### src/rtl/shift_seq_pkg.sv
// shift_seq_pkg: op encodings, FSM states and default sizing for the shift sequencer.
package shift_seq_pkg;
  localparam int WIDTH_DEF = 6;
  localparam int AMT_W_DEF = 3;
  localparam int STEP_DEF = 2;
  localparam logic [1:0] OP_LSL = 2'b00;
  localparam logic [1:0] OP_LSR = 2'b01;
  localparam logic [1:0] OP_ROL = 2'b10;
  localparam logic [1:0] OP_ROR = 2'b11;
  typedef enum logic [1:0] {IDLE, SHIFT, DONE} state_e;
endpackage

### src/rtl/shift_step.sv
// shift_step: combinational shift/rotate of data by a small amount k.
module shift_step
  import shift_seq_pkg::*;
#(
  parameter int WIDTH = WIDTH_DEF,
  parameter int KW = 2
) (
  input  logic [WIDTH-1:0] data,
  input  logic [1:0]       op,
  input  logic [KW-1:0]    k,
  output logic [WIDTH-1:0] out
);
  logic [2*WIDTH-1:0] rol, ror;
  // Rotates shift a doubled copy so wrapped bits land in the kept half.
  assign rol = {data, data} << k;
  assign ror = {data, data} >> k;
  assign out = (op == OP_LSL) ? data << k :
               (op == OP_LSR) ? data >> k :
               (op == OP_ROL) ? rol[2*WIDTH-1:WIDTH] : ror[WIDTH-1:0];
endmodule

### src/rtl/shift_seq_ctrl.sv
// shift_seq_ctrl: accepts one shift request, applies it STEP bits per cycle, returns the result.
module shift_seq_ctrl
  import shift_seq_pkg::*;
#(
  parameter int WIDTH = WIDTH_DEF,
  parameter int AMT_W = AMT_W_DEF,
  parameter int STEP = STEP_DEF
) (
  input  logic             clk,
  input  logic             rst_n,
  input  logic             flush,
  input  logic             req_valid,
  output logic             req_ready,
  input  logic [WIDTH-1:0] req_data,
  input  logic [AMT_W-1:0] req_amt,
  input  logic [1:0]       req_op,
  output logic             rsp_valid,
  input  logic             rsp_ready,
  output logic [WIDTH-1:0] rsp_data,
  output logic             busy
);
  localparam int KW = $clog2(STEP + 1);
  state_e state_q, state_d;
  logic [WIDTH-1:0] data_q, data_d, step_out;
  logic [AMT_W-1:0] rem_q, rem_d, k_full, rem_nxt;
  logic [1:0] op_q, op_d;
  assign req_ready = (state_q == IDLE) && !flush;
  assign rsp_valid = (state_q == DONE);
  assign busy = (state_q != IDLE);
  assign rsp_data = data_q;
  assign k_full = (rem_q < AMT_W'(STEP)) ? rem_q : AMT_W'(STEP);
  assign rem_nxt = rem_q - k_full;
  shift_step #(.WIDTH(WIDTH), .KW(KW)) u_step (
    .data(data_q),
    .op(op_q),
    .k(k_full[KW-1:0]),
    .out(step_out)
  );
  always_comb begin
    state_d = state_q;
    data_d = data_q;
    rem_d = rem_q;
    op_d = op_q;
    if (flush) begin
      state_d = IDLE;
      rem_d = '0;
    end else begin
      case (state_q)
        IDLE: if (req_valid) begin
          data_d = req_data;
          op_d = req_op;
          rem_d = req_amt;
          state_d = (req_amt != '0) ? SHIFT : DONE;
        end
        SHIFT: begin
          data_d = step_out;
          rem_d = rem_nxt;
          state_d = (rem_nxt == '0) ? DONE : SHIFT;
        end
        DONE: state_d = rsp_ready ? IDLE : DONE;
        default: state_d = IDLE;
      endcase
    end
  end
  always_ff @(posedge clk or negedge rst_n) begin
    if (!rst_n) begin
      state_q <= IDLE;
      data_q <= '0;
      rem_q <= '0;
      op_q <= '0;
    end else begin
      state_q <= state_d;
      data_q <= data_d;
      rem_q <= rem_d;
      op_q <= op_d;
    end
  end
endmodule

### config.mk
export PLATFORM = sky130hd
export DESIGN_NAME = shift_seq_ctrl
export DESIGN_NICKNAME = d
export VERILOG_FILES = /design/src/rtl/shift_seq_pkg.sv /design/src/rtl/shift_step.sv /design/src/rtl/shift_seq_ctrl.sv
export SDC_FILE = /design/constraint.sdc
export NUM_CORES = 1
export LEC_CHECK = 0
export ABC_CLOCK_PERIOD_IN_PS = 1500
export CAP_MARGIN = 20
export CORE_UTILIZATION = 32
export CTS_CLUSTER_DIAMETER = 40
export DETAILED_ROUTE_END_ITERATION = 8
export PLACE_DENSITY_LB_ADDON = 0.2
export SLEW_MARGIN = 20
export SYNTH_ARGS = -nofsm -noshare
export SYNTH_HDL_FRONTEND = slang
export SYNTH_SLANG_ARGS = --single-unit
export TNS_END_PERCENT = 5
### constraint.sdc
create_clock -name clk -period 1.5 [get_ports clk]
set_clock_uncertainty 0.1 [all_clocks]
set_input_delay 0.375 -clock clk [delete_from_list [all_inputs] [get_ports clk]]
set_output_delay 0.375 -clock clk [all_outputs]
set_load 0.1 [all_outputs]
==> results of run 1 <==
kinds of logic after synthesis:
family          Yosys count
compound gates           44
simple gates             35
flops                    13
buf+inv                  10
mux                       4
power by group through the flow:
| stage | clock (µW) | combinational, µW | sequential [µW] |
|---|---|---|---|
| after floorplan | 0 | 455 | 876 |
| after global placement | 0 | 1290 | 568 |
| after detailed placement | 0 | 1310 | 572 |
| after CTS | 234 | 1340 | 568 |
| after global routing | 253 | 1450 | 587 |
| final | 227 | 1380 | 577 |
worst max-delay path: stages (launching register included):
cell	delay [ns]
dfrtp_1	0.41
or2_4	0.29
nor2_4	0.11
buf_12	0.18
state kept, by name (all words and copies together) (netlist names):
signal,count
rsp_data,6
rem_q,3
op_q,2
state_q,2
layout make-up:
type / count / area (µm²) / share of cell area, %
Clock buffer: 4 / 26.28 / 1.587
Timing Repair Buffer: 54 / 575.6 / 34.77
Multi-Input combinational cell: 83 / 673.1 / 40.67
Sequential cell: 13 / 331.6 / 20.03
Inverter: 2 / 10.01 / 0.6047
Tap cell: 31 / 38.79 / 2.343
final timing paths:
check,depth (start not counted),endpoint,slack (ns),startpoint
worst max-delay path,3,req_ready,-0.24,state_q[0]$_DFFE_PN0P_
worst min-delay path,2,op_q[0]$_DFFE_PN0P_,0.29,rst_n
worst max register to register,5,rsp_data[5]$_DFFE_PN0P_,-0.08,state_q[1]$_DFFE_PN0P_
worst min register to register,1,op_q[1]$_DFFE_PN0P_,0.48,op_q[1]$_DFFE_PN0P_
max in group asynchronous,2,rsp_data[2]$_DFFE_PN0P_,0.82,rst_n
min in group clk,1,op_q[1]$_DFFE_PN0P_,0.48,op_q[1]$_DFFE_PN0P_
per-layer routing:
layer	track usage [%]	wire (µm)	vias up
li1	-	-	509
met1	23.30	1274	494
met2	33.45	1493	23
met3	4.308	95	6
met4	5.923	57	0
met5	0	0	-
synthesized netlist by cell type (2+ instances only):
cell,instances
nor2b_1,4
mux2_2,3
a221oi_2,4
a221oi_1,2
a22o_1,3
clkbuf_1,3
nor2_1,13
nor3_1,3
or3b_1,2
a21oi_1,6
inv_1,2
a31oi_1,2
o22ai_1,6
a21o_1,2
o21ai_0,2
nand2_1,3
a22oi_1,8
nand2b_1,2
buf_2,4
o221ai_1,2
dfrtp_1,13
repair_timing:
item | 4_1_cts | 5_1_grt
endpoints found under the setup margin | 16 | 17
resized for setup | 13 | 16
pin swaps | 8 | 7
buffers inserted | 2 | 0
hold buffers | 0 | 0
through the flow:
stage	util, %	hold slack (ns)	setup WS, ns	TNS [ns]
after floorplan	-	-0.02059	-0.3812	-2.548
after global placement	54.06	0.4158	-0.4919	-4.661
after detailed placement	54.06	0.4524	-0.5289	-5.101
after CTS	56.87	0.2919	-0.2502	-1.030
after global routing	59.01	0.3110	-0.2979	-1.243
final	59.01	0.2918	-0.2406	-0.6316
==> impl_metrics.py, run 1 <==
metrics = {
    "hold_path": {
        "hold_path.class": "input port to async pin",
    },
    "die": {
        "die_w_um": 56.98,
        "core-area_um2": 2805,
        "die-area_um2": 3246,
        "rows": 19,
        "fp.dieH_um": 56.98,
        "io_pins": 25,
        "start_util_pct": 34.48,
    },
    "synthesis": {
        "synth_edf_count": 0,
        "ys_async_sr_fraction_pct": 100.0,
        "muxShareOfSynthArea_pct": 4.528,
        "synth_flop_cell": "dfrtp_1",
        "synth_fp_nets": 122,
        "syn_avg_cell_area_um2": 9.124,
        "synth_warnings": 0,
        "ys_ff_latch": 13,
        "synth_top_family_by_area": "compound AO/OA/AOI/OAI gates",
        "synthTopCellsByArea": "dfrtp_1 34%, a221oi_2 6.2%, a22oi_1 6.2%",
        "yosys.area_share.simple_pct": 20.57,
        "synth_area_um2": 967.2,
        "yosysSeqAreaShare_pct": 33.64,
        "synth_compound_area_share_pct": 36.09,
        "synth-adder-area-share_pct": 0,
        "netlist.area_leader.share_pct": 33.64,
        "synthDistinctLibCells": 38,
        "synth.largest_area_cell": "dfrtp_1",
        "synth_xor_area_share_pct": 0,
        "syn_inst": 106,
    },
    "timing": {
        "slew_violations": 0,
        "period_minus_slack_ns": 1.741,
        "slew_headroom_pct": 82.01,
        "setup_viol": 7,
        "worst_slew_pin_slew_ns": 0.2699,
        "post-route-period-util_pct": 116.0,
        "rsz0062_at_grt": "true",
        "fmax_mhz": 574.5,
        "hold_viol_final": 0,
        "finalWorstSetupSlack_ns": -0.2406,
    },
    "critical_path": {
        "crit_fanout": 3,
        "worstSetupPathType": "flip-flop to primary output",
        "worstPathRequired_ns": 1.02,
        "worst_setup_path_start_kind": "flip-flop",
        "worstPathArrival_ns": 1.27,
        "end_kind": "primary output",
    },
    "global_route": {
        "grt_antenna_before_repair": 0,
        "grt_pass1_vias": 1014,
        "grt_first_pass_wirelength_um": 4740,
        "grt_max_degree": 14,
        "grt_overflow": 0,
        "track_usage_pct": 19.09,
    },
    "route": {
        "wire_per_inst_um": 15.62,
        "dr.pass1.iters": 6,
        "route.detailed.drc": 2,
        "via_count": 1032,
        "viasPerCell": 5.519,
        "wirelength_um": 2921,
        "ant_nets": 0,
        "drt_iter0_markers": 12,
    },
    "final_layout": {
        "final_design_area_no_fill_um2": 1655,
        "fin_nets": 173,
        "fillers": 257,
        "diodes": 0,
        "layout_commonest_cell": "buf_4",
        "drive_above_1_share_pct": 48.72,
        "layout_common_cells": "25 x buf_4, 13 x clkdlybuf4s50_1, 11 x nor2_1, 9 x buf_12, 8 x dfrtp_1",
        "layout.cells.non_filler": 187,
        "syn_to_final_growth_pct": 71.15,
    },
    "clock_network": {
        "clockRootBuffer": "clkbuf_4",
        "clk_pin_slew_ns": 0.09,
        "clkSinkCount": 13,
        "cts_tree": "done",
        "clk_latency_ns": 0.28,
        "clk_path_buf_depth": 2,
        "cts_buffers": 3,
        "h-tree-depth": 1,
    },
    "place": {
        "place_hpwl_um": 2240,
        "gp_congestion": 0.8289,
        "dpl.cell_count": 181,
        "place_area_um2": 1516,
        "portBuffers": 24,
    },
    "power_and_ir_drop": {
        "p_per_area_nw_per_um2": 1317,
        "swShare_pct": 47.02,
        "p_comb_share_pct": 63.1,
        "p_int_uw": 1155,
        "clock_power_share_pct": 10.4,
        "p_leak_uw": 0.0006930,
        "ir_drop_uv": 485.6,
        "p_seq_share_pct": 26.5,
        "netSwitchingPower_uw": 1025,
        "p_total_uw": 2180,
    },
    "outcome": {
        "violations": "DRC, setup timing",
        "run_status": "complete, but fails checks",
    },
    "job": {
        "maxCapViolCount": 0,
    },
}
No activity file was read; power rests on OpenSTA's default activity.
==> run 2: changes to the inputs <==
--- a/config.mk
+++ b/config.mk
@@ -7,4 +7,6 @@
 export LEC_CHECK = 0
-export ABC_CLOCK_PERIOD_IN_PS = 1500
+export ABC_CLOCK_PERIOD_IN_PS = 1700
 export CAP_MARGIN = 20
+export CELL_PAD_IN_SITES_DETAIL_PLACEMENT = 1
+export CELL_PAD_IN_SITES_GLOBAL_PLACEMENT = 1
 export CORE_UTILIZATION = 32
==> constraint.sdc (replaced) <==
create_clock -name clk -period 1.7 [get_ports clk]
set_clock_uncertainty 0.1 [all_clocks]
set_input_delay 0.34 -clock clk [delete_from_list [all_inputs] [get_ports clk]]
set_output_delay 0.34 -clock clk [all_outputs]
set_load 0.1 [all_outputs]
==> run 2 against run 1 <==
Compared with the run above:
- count of clock-buffer cells in the layout shrank 1
- die area is the same
- routed wire length grew 6.2%
- sequential share of layout area grew 2.2 points
- power shrank 17%
- non-clock buffer count shrank 12
- worst setup slack gained 0.24 ns
- the run still ends with DRC, setup timing left
- via count grew 0.48%
- highest routed layer unchanged
- clock power shrank 8.8%
- sequential cell count is the same
- global-route usage grew 1.6 points
==> impl_metrics.py, run 2 (synthesized netlist as in run 1, its figures left out) <==
metrics = {
    "critical_path": {
        "worst_setup_path_start_kind": "flip-flop",
        "rrSetupSlack_ns": 0.08,
        "crit_fanout": 3,
        "cp_cell_sequence": "or2_4, nor2_4, buf_12",
        "worstSetupPathType": "flip-flop to primary output",
        "worstPathRequired_ns": 1.26,
        "r2r-start": "rem_q[2]$_DFFE_PN0P_",
        "max_stage_delay_ns": 0.41,
        "r2r-end": "rsp_data[0]$_DFFE_PN0P_",
        "cpLargestDelayFamily": "flip-flops",
        "reg2regPathDepth": 4,
        "critPathSlowestCell": "dfrtp_1",
        "worstPathArrival_ns": 1.27,
        "critPathBufInv": 1,
        "end_kind": "primary output",
    },
    "die": {
        "die_w_um": 56.98,
        "die-area_um2": 3246,
        "core-area_um2": 2805,
        "fp.dieH_um": 56.98,
        "io_pins": 25,
        "rows": 19,
        "start_util_pct": 34.48,
    },
    "timing": {
        "slew_violations": 0,
        "slew_headroom_pct": 75.47,
        "fmax_mhz": 586.4,
        "setup_viol": 1,
        "hold_viol_final": 0,
        "post-route-period-util_pct": 100.3,
        "finalWorstSetupSlack_ns": -0.005277,
        "rsz0062_at_grt": "true",
        "setup_tns_ns": -0.005277,
        "period_minus_slack_ns": 1.705,
        "worst_slew_pin_slew_ns": 0.3679,
    },
    "place": {
        "place_area_um2": 1426,
        "gp_congestion": 0.8694,
        "portBuffers": 24,
        "place_hpwl_um": 2299,
    },
    "final_layout": {
        "final_util_pct": 52.77,
        "layout_commonest_cell": "buf_4",
        "syn_to_final_growth_pct": 53.04,
        "diodes": 0,
        "largest_reg_flops": 6,
        "fin_nets": 161,
        "drive_above_1_share_pct": 36.11,
        "final_design_area_no_fill_um2": 1480,
        "layout_common_cells": "17 x buf_4, 14 x clkdlybuf4s50_1, 12 x nor2_1, 10 x dfrtp_1, 9 x buf_12",
    },
    "outcome": {
        "violations": "DRC, setup timing",
        "run_status": "complete, but fails checks",
    },
    "route": {
        "wirelength_um": 3101,
        "ant_nets": 0,
        "wire_per_inst_um": 17.72,
        "viasPerCell": 5.926,
        "dr.pass1.iters": 7,
        "drt_iter0_markers": 30,
        "via_count": 1037,
        "route.detailed.drc": 2,
    },
    "power_and_ir_drop": {
        "ir_drop_uv": 375.3,
        "p_leak_uw": 0.0006093,
        "p_per_area_nw_per_um2": 1222,
    },
    "global_route": {
        "grt_antenna_before_repair": 0,
        "grt_pass1_vias": 1047,
        "track_usage_pct": 20.74,
        "grt_first_pass_wirelength_um": 5057,
        "grt_max_degree": 14,
        "grt_overflow": 0,
    },
    "clock_network": {
        "h-tree-depth": 1,
        "clkSinkCount": 13,
        "clockRootBuffer": "clkbuf_4",
        "cts_tree": "done",
        "clk_latency_ns": 0.29,
        "clk_path_buf_depth": 2,
        "cts_buffers": 3,
        "clk_pin_slew_ns": 0.09,
    },
    "hold_path": {
        "hold_path.class": "input port to async pin",
    },
    "job": {
        "maxCapViolCount": 0,
    },
}
## run 2: final cells by class
type / instances / area, µm²
Inverter: 2 / 7.507
Multi-Input combinational cell: 83 / 609.3
Fill cell: 324 / 1325
Clock inverter: 1 / 5.005
Sequential cell: 13 / 329.1
Tap cell: 31 / 38.79
Timing Repair Buffer: 42 / 467.9
Clock buffer: 3 / 22.52
## run 2: per-layer routing
metal	routed length (µm)	GRT usage, %	vias to the layer above
li1	-	-	485
met3	99	2.268	11
met5	0	0	-
met1	1262	23.36	505
met2	1606	36.47	36
met4	133	14.63	0
## run 2: repair_timing
item / in CTS / in global routing
hold endpoints to repair: 0 / 0
endpoints found under the setup margin: 2 / 5
pin swaps: 2 / 1
resized for setup: 2 / 5
setup buffers: 2 / 0
hold buffers: 0 / 0
## run 2: worst max-delay path by stage
stage                                      start                       to  slack, ns  cells past startpoint
after floorplan           state_q[0]$_DFFE_PN0P_                req_ready      -0.15                      3
after global placement                     flush  rsp_data[5]$_DFFE_PN0P_      -0.19                      4
after detailed placement                   flush  rsp_data[5]$_DFFE_PN0P_      -0.26                      5
after CTS                 state_q[1]$_DFFE_PN0P_                req_ready      -0.02                      3
after global routing      state_q[1]$_DFFE_PN0P_                req_ready      -0.05                      3
final                     state_q[1]$_DFFE_PN0P_                req_ready     -0.005                      3
## run 2: worst reg2reg max path: stages, from the launching register on
cell	delay, ns
dfrtp_2	0.46
or2_4	0.32
a22o_1	0.26
a221oi_2	0.27
a221oi_2	0.11
## run 2: power by group
group	internal [µW]	leakage, µW	switching [µW]
combinational	459	0.000436	614
clock	87.6	0.0000177	120
sequential	372	0.000156	156
## run 2: metrics by stage
stage               hold WS (ns)  total power [µW]  instances  worst slack [ns]
finish                    0.2575              1809        175         -0.005277
global route              0.2586              1898        175          -0.05218
CTS                       0.2597              1811        175          -0.01999
detailed placement        0.4262              1597        169           -0.2638
global placement          0.4097              1575        169           -0.1947
floorplan               -0.05559              1174        106           -0.1462
==> run 3: changes to the inputs <==
ABC_AREA = 1   (was not set)
==> run 3 against run 2 <==
Compared with the run above:
- the run ends with DRC left
- register-to-register slack improved by 0.05 ns
- sequential power down 0.9%
- critical path depth grew 1
- synthesized cell count up 38%
- critical endpoint unchanged
==> impl_metrics.py, run 3 <==
metrics = {
    "synthesis": {
        "synth_most_common_cell": "nand2_1",
        "synth_edf_count": 0,
        "synth_fp_nets": 162,
        "synthTopCellsByArea": "dfrtp_1 32%, nand2_1 11%, nor2_1 5.9%",
        "synthDistinctLibCells": 26,
        "syn_inst": 146,
        "synth_area_um2": 1013,
        "ys_ff_latch": 13,
        "synth_flop_cell": "dfrtp_1",
        "synth.largest_area_cell": "dfrtp_1",
        "syn_avg_cell_area_um2": 6.942,
        "synth_warnings": 0,
        "netlist.area_leader.share_pct": 32.10,
        "ys_async_sr_fraction_pct": 100.0,
        "synthTopCellsByCount": "30 x nand2_1, 16 x nor2_1, 13 x dfrtp_1",
        "yosysSeqAreaShare_pct": 32.10,
    },
    "route": {
        "wire_per_inst_um": 13.93,
        "route.detailed.drc": 1,
        "viasPerCell": 4.996,
        "via_count": 1114,
        "ant_nets": 0,
        "dr.pass1.iters": 6,
        "wirelength_um": 3106,
        "drt_iter0_markers": 28,
    },
    "critical_path": {
        "end_kind": "primary output",
        "worstPathArrival_ns": 1.22,
        "worstSetupPathType": "flip-flop to primary output",
        "reg2regPathDepth": 9,
        "r2r-start": "rem_q[2]$_DFFE_PN0P_",
        "startpoint": "state_q[1]$_DFFE_PN0P_",
        "rrSetupSlack_ns": 0.13,
        "crit_fanout": 2,
        "critPathCapture": "req_ready",
        "worst_setup_path_start_kind": "flip-flop",
        "worstPathRequired_ns": 1.26,
        "r2r-end": "rsp_data[2]$_DFFE_PN0P_",
    },
    "die": {
        "die-area_um2": 3396,
        "die_w_um": 58.28,
        "fp.dieH_um": 58.28,
        "rows": 20,
        "core-area_um2": 3028,
        "start_util_pct": 33.47,
        "io_pins": 25,
    },
    "place": {
        "gp_congestion": 0.8986,
        "place_hpwl_um": 2511,
        "place_area_um2": 1403,
        "portBuffers": 24,
    },
    "timing": {
        "rsz0062_at_grt": "true",
        "worst_slew_pin_slew_ns": 0.3400,
        "fin_hold_ws_ns": 0.2601,
        "hold_viol_final": 0,
        "post-route-period-util_pct": 97.58,
        "period_minus_slack_ns": 1.659,
        "fmax_mhz": 602.8,
        "setup_viol": 0,
        "slew_violations": 0,
        "slew_headroom_pct": 77.28,
    },
    "final_layout": {
        "final_design_area_no_fill_um2": 1486,
        "syn_to_final_growth_pct": 46.67,
        "fin_nets": 196,
        "largest_reg_flops": 6,
        "layout_common_cells": "29 x nand2_1, 15 x nor2_1, 15 x clkdlybuf4s50_1, 12 x inv_1",
        "drive_above_1_share_pct": 28.49,
        "layout_commonest_cell": "nand2_1",
        "diodes": 0,
    },
    "job": {
        "maxCapViolCount": 0,
    },
    "outcome": {
        "violations": "DRC",
        "run_status": "complete, but fails checks",
    },
    "clock_network": {
        "clockRootBuffer": "clkbuf_4",
        "cts_buffers": 3,
        "clk_pin_slew_ns": 0.08,
        "cts_tree": "done",
        "clk_latency_ns": 0.28,
        "h-tree-depth": 1,
        "clkSinkCount": 13,
        "clk_path_buf_depth": 2,
    },
    "power_and_ir_drop": {
        "p_total_uw": 2114,
        "ir_drop_uv": 575.0,
        "p_leak_uw": 0.0006796,
        "p_per_area_nw_per_um2": 1422,
    },
    "global_route": {
        "grt_pass1_vias": 1113,
        "grt_overflow": 0,
        "grt_antenna_before_repair": 0,
        "track_usage_pct": 20.07,
        "grt_first_pass_wirelength_um": 5126,
        "grt_max_degree": 14,
    },
    "hold_path": {
        "hold_path.class": "input port to async pin",
    },
}
## run 3: per-layer routing
metal  GRT usage (%)  wire [µm]  up-vias
met5               0          0        -
met4           6.803         40        0
met3           2.009         77        6
met1           25.69       1306      541
met2           35.14       1682       24
li1                -          -      543
## run 3: cell families after synthesis
group	after synthesis	synth area share [%]
compound gates	35	20.86
buf+inv	24	11.36
flops	13	32.10
simple gates	74	35.68
## run 3: timing repair
| action | CTS | global route |
|---|---|---|
| hold endpoints to repair | 0 | 0 |
| setup buffers | 4 | 1 |
| gates cloned | 0 | 0 |
| hold buffers | 0 | 0 |
| pin swaps | 2 | 1 |
| gates resized for setup | 2 | 1 |
| setup endpoints to repair | 1 | 3 |
## run 3: through the flow
stage,std cells,TNS [ns],worst slack (ns),util (%)
2_1_floorplan,146,-0.4718,-0.1266,-
3_3_place_gp,214,0,0.01949,46.32
3_5_place_dp,214,-0.2369,-0.06535,46.32
4_1_cts,222,-0.02785,-0.02785,48.68
5_1_grt,223,-0.01757,-0.01757,49.09
6_report,223,0,0.04117,49.09
## run 3: how the worst min path moves through the flow
stage | startpoint | end | slack (ns) | cells past startpoint
floorplan | rst_n | op_q[0]$_DFFE_PN0P_ | -0.06 | 0
global placement | rsp_data[4]$_DFFE_PN0P_ | rsp_data[4]$_DFFE_PN0P_ | 0.48 | 2
detailed placement | rsp_data[4]$_DFFE_PN0P_ | rsp_data[4]$_DFFE_PN0P_ | 0.49 | 2
CTS | rst_n | rem_q[0]$_DFFE_PN0P_ | 0.26 | 2
global route | rst_n | rsp_data[0]$_DFFE_PN0P_ | 0.26 | 2
finish | rst_n | rsp_data[5]$_DFFE_PN0P_ | 0.26 | 2
## run 3: worst max-delay path, stage by stage, from the launching register on
cell and delay, ns:
dfrtp_2 0.43, nor2_4 0.16, inv_6 0.05, nor2_4 0.11, buf_12 0.18
## run 3: cell type report
type | instances | area (µm²)
multi-input cells | 109 | 588.1
fillers | 391 | 1541
well taps | 44 | 55.05
inverters | 21 | 86.33
clock buffers | 4 | 26.28
repair buffers | 32 | 402.9
flip-flops and latches | 13 | 327.8
## run 3: power by group
part | switching (µW) | total, µW | internal (µW)
logic | 899 | 1400 | 498
clock network | 102 | 193 | 91.0
registers | 133 | 523 | 389
